### config.mk
export PLATFORM = sky130hd
export DESIGN_NAME = lse_div
export DESIGN_NICKNAME = d
export VERILOG_FILES = /design/src/rtl/lse_div_pkg.sv /design/src/rtl/lse_sub_sat.sv /design/src/rtl/lse_div.sv
export SDC_FILE = /design/constraint.sdc
export NUM_CORES = 1
export LEC_CHECK = 0
export BUFFER_PORTS_ARGS = -buffer_cell sky130_fd_sc_hd__buf_4
export CORE_ASPECT_RATIO = 1.4
export CORE_MARGIN = 2
export CORE_UTILIZATION = 35
export DETAILED_ROUTE_END_ITERATION = 8
export GPL_TIMING_DRIVEN = 0
export SYNTH_ARGS = -nofsm -noshare
export SYNTH_HDL_FRONTEND = slang
export SYNTH_SLANG_ARGS = --single-unit
### constraint.sdc
create_clock -name i_clk -period 5.1 [get_ports i_clk]
set_input_delay 0.255 -clock i_clk [delete_from_list [all_inputs] [get_ports i_clk]]
set_output_delay 0.255 -clock i_clk [all_outputs]
set_load 0.03 [all_outputs]
### src/rtl/lse_div_pkg.sv
// Shared types and constants for the log-space divider: lane mode,
// special-value encodings and the per-result exception flag bundle.
package lse_div_pkg;

    typedef enum logic [0:0] {
        LSE_MODE_24 = 1'b0,
        LSE_MODE_6  = 1'b1
    } lse_mode_e;

    localparam logic [23:0]       LSE_NEG_INF_24 = 24'h800000;
    localparam logic [23:0]       LSE_MAX_24     = 24'h7FFFFF;
    localparam logic [5:0]        LSE_NEG_INF_6  = 6'd16;
    localparam logic signed [4:0] LSE_MAX_MAG_6  = 5'sd15;

    localparam int LSE_LANES  = 4;
    localparam int LSE_LANE_W = 6;

    typedef struct packed {
        logic dz;
        logic ovf;
        logic unf;
    } lse_flags_t;

    // Any non-zero PE mode selects the packed 6-bit lanes.
    function automatic lse_mode_e lse_decode_mode(input logic [1:0] pe_mode);
        return (pe_mode == 2'd0) ? LSE_MODE_24 : LSE_MODE_6;
    endfunction

endpackage

### src/rtl/lse_sub_sat.sv
// One lane of log-space subtraction: -inf handling, one-bit-wider
// difference and symmetric saturation to [-MAX, MAX].
module lse_sub_sat
    import lse_div_pkg::*;
#(
    parameter int             W       = 24,
    parameter logic [W-1:0]   NEG_INF = {1'b1, {(W-1){1'b0}}},
    parameter logic [W-1:0]   MAX     = {1'b0, {(W-1){1'b1}}}
) (
    input  logic [W-1:0] operand_a,
    input  logic [W-1:0] operand_b,
    output logic [W-1:0] result,
    output lse_flags_t   flags
);

    localparam logic signed [W:0] D_MAX = $signed({1'b0, MAX});
    localparam logic signed [W:0] D_MIN = -D_MAX;

    logic              a_inf;
    logic              b_inf;
    logic signed [W:0] diff;

    assign a_inf = (operand_a == NEG_INF);
    assign b_inf = (operand_b == NEG_INF);
    assign diff  = $signed({operand_a[W-1], operand_a}) - $signed({operand_b[W-1], operand_b});

    // Rule order matters: a dividend of -inf dominates even a -inf divisor.
    always_comb begin
        result = diff[W-1:0];
        flags  = '0;
        if (a_inf) begin
            result   = NEG_INF;
            flags.dz = b_inf;
        end else if (b_inf) begin
            result   = MAX;
            flags.dz = 1'b1;
        end else if (diff > D_MAX) begin
            result    = MAX;
            flags.ovf = 1'b1;
        end else if (diff < D_MIN) begin
            result    = NEG_INF;
            flags.unf = 1'b1;
        end
    end

endmodule

### src/rtl/lse_div.sv
// Two-stage pipelined log-space divider, one 24-bit lane or four 6-bit
// sign-magnitude lanes, with sticky status and an accepted-result counter.
module lse_div
    import lse_div_pkg::*;
#(
    parameter int p_width     = 24,
    parameter int p_cnt_width = 16
) (
    input  logic                   i_clk,
    input  logic                   i_rst_n,
    input  logic                   i_valid,
    output logic                   o_ready,
    input  logic [p_width-1:0]     i_operand_a,
    input  logic [p_width-1:0]     i_operand_b,
    input  logic [1:0]             i_pe_mode,
    output logic                   o_valid,
    input  logic                   i_ready,
    output logic [p_width-1:0]     o_quotient,
    output logic [2:0]             o_flags,
    input  logic                   i_clr,
    output logic [2:0]             o_status,
    output logic [p_cnt_width-1:0] o_op_count
);

    logic                   s1_valid_reg;
    logic [p_width-1:0]     s1_a_reg;
    logic [p_width-1:0]     s1_b_reg;
    lse_mode_e              s1_mode_reg;

    logic                   s2_valid_reg;
    logic [p_width-1:0]     s2_quotient_reg;
    logic [2:0]             s2_flags_reg;

    logic [2:0]             status_reg;
    logic [p_cnt_width-1:0] count_reg;

    logic                   s2_advance;
    logic                   s1_advance;
    logic                   handshake;

    logic [p_width-1:0]     wide_result;
    lse_flags_t             wide_flags;
    logic [p_width-1:0]     lane_word;
    lse_flags_t             lane_flags [LSE_LANES];
    lse_flags_t             lane_flags_or;

    logic [p_width-1:0]     quotient_next;
    lse_flags_t             flags_next;

    // No skid buffer: acceptance is combinational from downstream ready.
    assign s2_advance = !s2_valid_reg || i_ready;
    assign s1_advance = !s1_valid_reg || s2_advance;
    assign handshake  = s2_valid_reg && i_ready;

    assign o_ready    = s1_advance;
    assign o_valid    = s2_valid_reg;
    assign o_quotient = s2_quotient_reg;
    assign o_flags    = s2_flags_reg;
    assign o_status   = status_reg;
    assign o_op_count = count_reg;

    always_ff @(posedge i_clk) begin
        if (!i_rst_n) begin
            s1_valid_reg <= 1'b0;
            s1_a_reg     <= '0;
            s1_b_reg     <= '0;
            s1_mode_reg  <= LSE_MODE_24;
        end else if (s1_advance) begin
            s1_valid_reg <= i_valid;
            if (i_valid) begin
                s1_a_reg    <= i_operand_a;
                s1_b_reg    <= i_operand_b;
                s1_mode_reg <= lse_decode_mode(i_pe_mode);
            end
        end
    end

    lse_sub_sat #(
        .W       (p_width),
        .NEG_INF (LSE_NEG_INF_24),
        .MAX     (LSE_MAX_24)
    ) u_wide (
        .operand_a (s1_a_reg),
        .operand_b (s1_b_reg),
        .result    (wide_result),
        .flags     (wide_flags)
    );

    for (genvar gi = 0; gi < LSE_LANES; gi++) begin : g_lane
        logic       sign_a;
        logic       sign_b;
        logic [4:0] mag;

        assign sign_a = s1_a_reg[LSE_LANE_W*gi + 5];
        assign sign_b = s1_b_reg[LSE_LANE_W*gi + 5];

        lse_sub_sat #(
            .W       (5),
            .NEG_INF (LSE_NEG_INF_6[4:0]),
            .MAX     (LSE_MAX_MAG_6)
        ) u_lane (
            .operand_a (s1_a_reg[LSE_LANE_W*gi +: 5]),
            .operand_b (s1_b_reg[LSE_LANE_W*gi +: 5]),
            .result    (mag),
            .flags     (lane_flags[gi])
        );

        // -inf (from a -inf dividend or underflow) always carries a clear sign bit.
        assign lane_word[LSE_LANE_W*gi +: LSE_LANE_W] =
            (mag == LSE_NEG_INF_6[4:0]) ? LSE_NEG_INF_6 : {sign_a ^ sign_b, mag};
    end

    always_comb begin
        lane_flags_or = '0;
        for (int i = 0; i < LSE_LANES; i++) begin
            lane_flags_or.dz  = lane_flags_or.dz  | lane_flags[i].dz;
            lane_flags_or.ovf = lane_flags_or.ovf | lane_flags[i].ovf;
            lane_flags_or.unf = lane_flags_or.unf | lane_flags[i].unf;
        end
    end

    always_comb begin
        quotient_next = wide_result;
        flags_next    = wide_flags;
        if (s1_mode_reg == LSE_MODE_6) begin
            quotient_next = lane_word;
            flags_next    = lane_flags_or;
        end
    end

    always_ff @(posedge i_clk) begin
        if (!i_rst_n) begin
            s2_valid_reg    <= 1'b0;
            s2_quotient_reg <= '0;
            s2_flags_reg    <= '0;
        end else if (s2_advance) begin
            s2_valid_reg <= s1_valid_reg;
            if (s1_valid_reg) begin
                s2_quotient_reg <= quotient_next;
                s2_flags_reg    <= flags_next;
            end
        end
    end

    // Clear beats a same-cycle handshake so software sees a clean status.
    always_ff @(posedge i_clk) begin
        if (!i_rst_n) begin
            status_reg <= '0;
            count_reg  <= '0;
        end else begin
            if (handshake) begin
                count_reg <= count_reg + 1'b1;
            end
            if (i_clr) begin
                status_reg <= '0;
            end else if (handshake) begin
                status_reg <= status_reg | s2_flags_reg;
            end
        end
    end

endmodule

-- After elaboration in Yosys (flattened, before gate mapping)
Index checks and enable logic that the tools add are counted.
- flip-flop bits (word level): 97
- input bits: 55
- bits in latches: 0
- ROM bits: 0
- output and inout bits: 48
- bits in writable memories: 0
- memories: 0
- $lt $le $gt $ge: 10
- equal/unequal tests: 14
- mux-type cells: 62
- bitwise gates (word level): 15
- divide/modulo/power cells: 0
- shift operators: 0
- reductions and logical operators: 9
- add/sub/neg operators: 6
- multiply operators: 0
- operator list (operator ; count):
    two-way mux 24 bit ; 5
    two-way mux 5 bit ; 16
    == test 5 bit, second input constant ; 12
    == test 24 bit, second input constant ; 2
    two-way mux 1 bit ; 26
    greater-than comparator 25 x 24 -> 1 bit, second input constant ; 1
    less-than comparator 25 x 24 -> 1 bit, second input constant ; 1
    subtractor 24 x 24 -> 25 bit ; 1
    greater-than comparator 6 x 5 -> 1 bit, second input constant ; 4
    less-than comparator 6 x 5 -> 1 bit, second input constant ; 4
    two-way mux 6 bit ; 4
    subtractor 5 x 5 -> 6 bit ; 4
    two-way mux 2 bit ; 10
    adder 16 x 1 -> 16 bit, second input constant ; 1
    bitwise OR 1 bit ; 9
    AND reduction 2 bit ; 2
    XOR 1 bit ; 4
    two-way mux 3 bit ; 1
    bitwise OR 3 bit ; 1
    logical NOT 1 bit ; 2
    logical NOT 2 bit ; 1
    logical OR 1 bit ; 2
    OR reduction 2 bit ; 1
    logical AND 1 bit ; 1
    NOT 1 bit ; 1

-- Depth between registers and ports, before layout
- word-level depth: 10
- gate-level depth with buffers: 13

-- Hierarchy
A second synthesis with hierarchy kept.
- cells, all modules: 1031
- area, all modules: 7716.2 um^2
- modules (own cells, without submodules) (module ; area an instance (um^2) ; cells each ; instances ; sequential area each (um^2)):
    lse_div ; 3843.7 ; 458 ; 1 ; 1941.9
    lse_sub_sat at u_wide ; 2160.8 ; 337 ; 1 ; 0.0
    lse_sub_sat at g_lane[0].u_lane ... ; 427.9 ; 59 ; 4 ; 0.0

-- Least setup slack after synthesis
No wires, ideal clock.
- path type: reg-to-reg
- start: reg s1_a_reg[0]
- end: reg s2_quotient_reg[6] (netlist: o_quotient[6])
- buffers on the path: 1
- setup time: 70 ps
- slack: 2355 ps
- arrival time: 2675 ps
- period minus slack after synthesis: 2745 ps
- stages on the path, launching flop included: 14
- cell sequence: dfxtp_1 -> inv_1 -> ha_1 -> fa_1 -> nand2b_1 -> a211oi_2 -> o2111ai_2 -> a31oi_2 -> a21oi_4 -> o21ai_4 -> buf_6 -> a21oi_2 -> o21a_1 -> a21oi_1
- cells in the longest elaborated chain, start to end: 7
- RTL lines (what ; RTL line ; source):
    start: declaration ; lse_div.sv:26 ; logic [p_width-1:0] s1_a_reg;
    start signal: assignment ; lse_div.sv:71 ; s1_a_reg <= i_operand_a;
    subtractor 24 x 24 -> 25 bit ; lse_sub_sat.sv:25 ; assign diff = $signed({operand_a[W-1], operand_a}) - $signed({operand_b[W-1], operand_b});
    less-than comparator 25 x 24 -> 1 bit ; lse_sub_sat.sv:40 ; end else if (diff < D_MIN) begin
    two-way mux 24 bit ; lse_sub_sat.sv:40 ;
    two-way mux 24 bit ; lse_sub_sat.sv:37 ; end else if (diff > D_MAX) begin
    two-way mux 24 bit ; lse_sub_sat.sv:34 ; end else if (b_inf) begin
    two-way mux 24 bit (*) ; lse_sub_sat.sv:31 ; if (a_inf) begin
    two-way mux 24 bit (*) ; lse_div.sv:125 ; if (s1_mode_reg == LSE_MODE_6) begin
    end signal: assignment ; lse_div.sv:139 ; s2_quotient_reg <= quotient_next;
    end: declaration ; lse_div.sv:31 ; logic [p_width-1:0] s2_quotient_reg;
Mark *: on every way between the ends. The rest lies on a longest branch, timed or not.
A chain may end at the register's enable or synchronous reset.

-- Worst setup path after layout
- start: reg s1_a_reg[0]
- end: reg s2_quotient_reg[8] (netlist: o_quotient[8])
Same word-level chain as after synthesis.

==> impl_metrics.toml <==
[global_route]
grt-ovfl-total = 0
use_met1_pct = 24.30
grt_pass1_wl_mm = 33.10
grt_max_degree = 15
grt.total_usage_pct = 20.77
use_met2_pct = 35.37
top_usage_layer = "met2"
grt_pass1_vias = 6315
met3_usage_pct = 2.830
antenna_found_initial = 0

[drt]
ant_nets = 0
first_pass_iters = 5
wl_per_cell_um = 17.12
drt_iter0_drc = 560
dr_total_vias = 6637
wl_mm = 21.45
via_per_inst = 5.297
drc_errors = 0

[logic_synthesis]
syn_inst = 888
synth_cell_type_count = 83
synth_warnings = 0
syn_area_um2 = 6773
async_reset_ff_share_pct = 0
synth_edf_count = 0
ys_seq_area_share_pct = 28.67
synth_area_per_cell_um2 = 7.627
ys_ff_latch = 97
synth_ff_type = "dfxtp_1"
syn_nets = 975

[setup_path]
reg2reg_setup_slack_ns = 1.84
required_ns = 5.38
start_kind = "register"
path_class = "register to register"
rr_startpoint = "s1_a_reg[0]"
rr_endpoint = "o_quotient[8]"
critPathArrivalTime_ns = 3.55
path_max_fanout = 10
reg2regPathDepth = 13
cp-end-kind = "register"

[placed_design]
dp_slack_ns = 1.867
port_buffers = 101
hpwl_mm = 17.47
gp_congestion = 0.9982
placed_area_um2 = 7841
placed_cells = 1237

[final_layout]
final_net_count = 1087
final.fill_count = 2030
area_delta_synth_final_pct = 20.34
layoutNonFillerInstCount = 1253
drive_gt1_share_pct = 16.42
seqCellArea_um2 = 1942
antenna_cells = 0
multi_input_area_um2 = 4384
fin_area_um2 = 8150

[worst_hold_path]
hp-start = "i_pe_mode[0]"
min_path_cells = 2
min_to = "s1_mode_reg"
hp-class = "primary input to register"

[sta]
setup_violations = 0
rsz0062_at_grt = "no"
slew_violations = 0
fin_setup_tns_ns = 0
fin_skew_ns = 0.005686
slew_headroom_pct = 34.38
worst_slew_pin_slew_ns = 0.9753
finalCritPeriodShare_pct = 63.98
hold_viol_final = 0
min_period_ns = 3.263
finalWorstSetupSlack_ns = 1.837
fmax_mhz = 306.5

[cts]
post_cts_resized = 0
cts_buffers = 9
insertion_delay_ns = 0.36
htree_levels = 3
clock_sinks = 97
postCtsSetupRepairBufs = 0
cts_hold_buf = 0
cts-root-buf = "clkbuf_16"
cts_tree = "done"
clkTransAtPathRegs_ns = 0.06
clock_tree.buffer_depth = 2

[power]
ir_worst_vdd_uv = 172.0
clockPowerShare_pct = 27.9
switching_share_pct = 36.67
combinationalPowerShare_pct = 38.8
netSwitchingPower_uw = 931.9
power_density_nw_per_um2 = 311.8
power_frac_seq_pct = 33.4
intPower_mw = 1.609
p_leak_nw = 3.434

[status]
outcome = "finished clean"

[floorplanning]
rows = 60
initial_core_util_pct = 35.52
dieWidth_um = 121.6
dieArea_um2 = 20490
ios = 103
core_um2 = 19070
fp.dieH_um = 168.6

[job]
drv_cap = 0
-- cell usage in the layout, fill, tap and decap left out, types with 9 or more instances in the layout --
cell	netlist	layout
nand2_1	165	165
buf_4	5	106
dfxtp_1	97	97
a21oi_1	64	64
a21boi_0	53	53
o21ai_0	52	52
inv_1	43	43
nor2_1	40	40
clkbuf_1	26	28
ha_1	28	28
xnor2_1	26	26
and2_1	24	24
nand3_1	21	21
a21o_1	16	16
nand4_1	15	15
o21a_1	14	14
xor2_1	12	12
buf_2	11	11
nor4_1	11	11
a31oi_1	11	11
nor2b_1	10	10
nand2b_1	9	9
clkbuf_16	0	9
-- cell usage after synthesis (3+ instances only) --
| cell type | instances | area share [%] |
|---|---|---|
| a21o_1 | 16 | 1.8 |
| xnor2_1 | 26 | 3.4 |
| nand3b_1 | 3 | 0.33 |
| a21boi_0 | 53 | 5.9 |
| nor3b_1 | 4 | 0.44 |
| o21bai_1 | 4 | 0.44 |
| o21ai_1 | 8 | 0.59 |
| a21oi_2 | 5 | 0.65 |
| buf_4 | 5 | 0.55 |
| nand3_1 | 21 | 1.6 |
| dfxtp_1 | 97 | 29 |
| a31oi_1 | 11 | 1.0 |
| nor4_1 | 11 | 1.0 |
| o31ai_1 | 4 | 0.44 |
| buf_2 | 11 | 0.81 |
| o2111ai_1 | 5 | 0.65 |
| and2_1 | 24 | 2.2 |
| o21a_1 | 14 | 1.6 |
| nand4_1 | 15 | 1.4 |
| mux2i_1 | 4 | 0.59 |
| nor2b_1 | 10 | 0.92 |
| o211ai_1 | 5 | 0.55 |
| buf_6 | 7 | 1.2 |
| or3_1 | 3 | 0.28 |
| xor2_1 | 12 | 1.6 |
| nor3_1 | 5 | 0.37 |
| and3_1 | 8 | 0.74 |
| a2bb2oi_1 | 3 | 0.39 |
| a21oi_1 | 64 | 4.7 |
| inv_1 | 43 | 2.4 |
| o21ai_0 | 52 | 3.8 |
| nor4b_1 | 3 | 0.39 |
| nor2_1 | 40 | 2.2 |
| o211a_1 | 3 | 0.44 |
| clkbuf_1 | 26 | 1.4 |
| and4_1 | 3 | 0.39 |
| ha_1 | 28 | 5.2 |
| nand2b_1 | 9 | 0.83 |
| nand2_1 | 165 | 9.1 |
| fa_1 | 4 | 1.2 |
-- per-layer routing --
layer | part of all wire [%] | routed length (um)
met1 | 43 | 9192
met2 | 48 | 10220
met3 | 3.9 | 846
met4 | 5.5 | 1187
met5 | 0 | 0
-- worst max-delay path, stage by stage, from the launching register on --
cell	delay [ns]
dfxtp_1	0.35
inv_1	0.05
ha_1	0.19
fa_1	0.40
nand2b_1	0.23
a211oi_2	0.40
o2111ai_2	0.20
a31oi_2	0.33
a21oi_4	0.17
o21ai_4	0.31
buf_6	0.19
a21oi_2	0.04
o21a_1	0.17
a21oi_1	0.14
-- cell type report --
cell class                 instances  area share (%)
sequential                        97           23.83
clock inverter                     2          0.4298
inverter                          43           1.980
buffer                            52           3.500
tap                              248           3.807
clock buffer                      14           3.362
multi-input combinational        696           53.79
timing repair buffer             101           9.303
-- through the flow --
stage                     util [%]  total power, mW  hold WS [ns]
after floorplan                  -            1.548        0.3935
after global placement       41.12            1.826        0.4519
after detailed placement     41.12            1.830        0.4625
after CTS                    42.74            2.546        0.1406
after global routing         42.74            2.676        0.1427
final                        42.74            2.541        0.1467
-- cell families after synthesis --
| kind of cell | Yosys count | synth area share [%] |
|---|---|---|
| and+or+nand+nor | 334 | 23.59 |
| AOI/OAI and AO/OA | 286 | 28.99 |
| DFF | 97 | 28.67 |
| buffers and inverters | 95 | 6.595 |
| xor gates and xnor gates | 38 | 4.914 |
| adders and majority gates | 34 | 6.651 |
| muxes | 4 | 0.5912 |
-- worst max-delay path by stage --
| stage | to | slack (ns) | startpoint | cells past startpoint |
|---|---|---|---|---|
| final | o_quotient[8] | 1.84 | s1_a_reg[0] | 13 |
| after global routing | o_quotient[14] | 1.67 | s1_a_reg[0] | 13 |
| after CTS | o_quotient[14] | 1.85 | s1_a_reg[0] | 13 |
| after detailed placement | o_quotient[14] | 1.87 | s1_a_reg[0] | 13 |
| after global placement | o_quotient[1] | 1.88 | s1_a_reg[0] | 12 |
| after floorplan | o_quotient[6] | 2.36 | s1_a_reg[0] | 13 |
-- power by group through the flow --
stage / Clock [mW] / Sequential (mW) / Combinational (mW)
after global placement: 0 / 0.864 / 0.962
after CTS: 0.726 / 0.848 / 0.972
after detailed placement: 0 / 0.866 / 0.965
final: 0.708 / 0.848 / 0.985
after floorplan: 0 / 0.905 / 0.643
after global routing: 0.754 / 0.854 / 1.07
(Power assumes the default switching activity.)
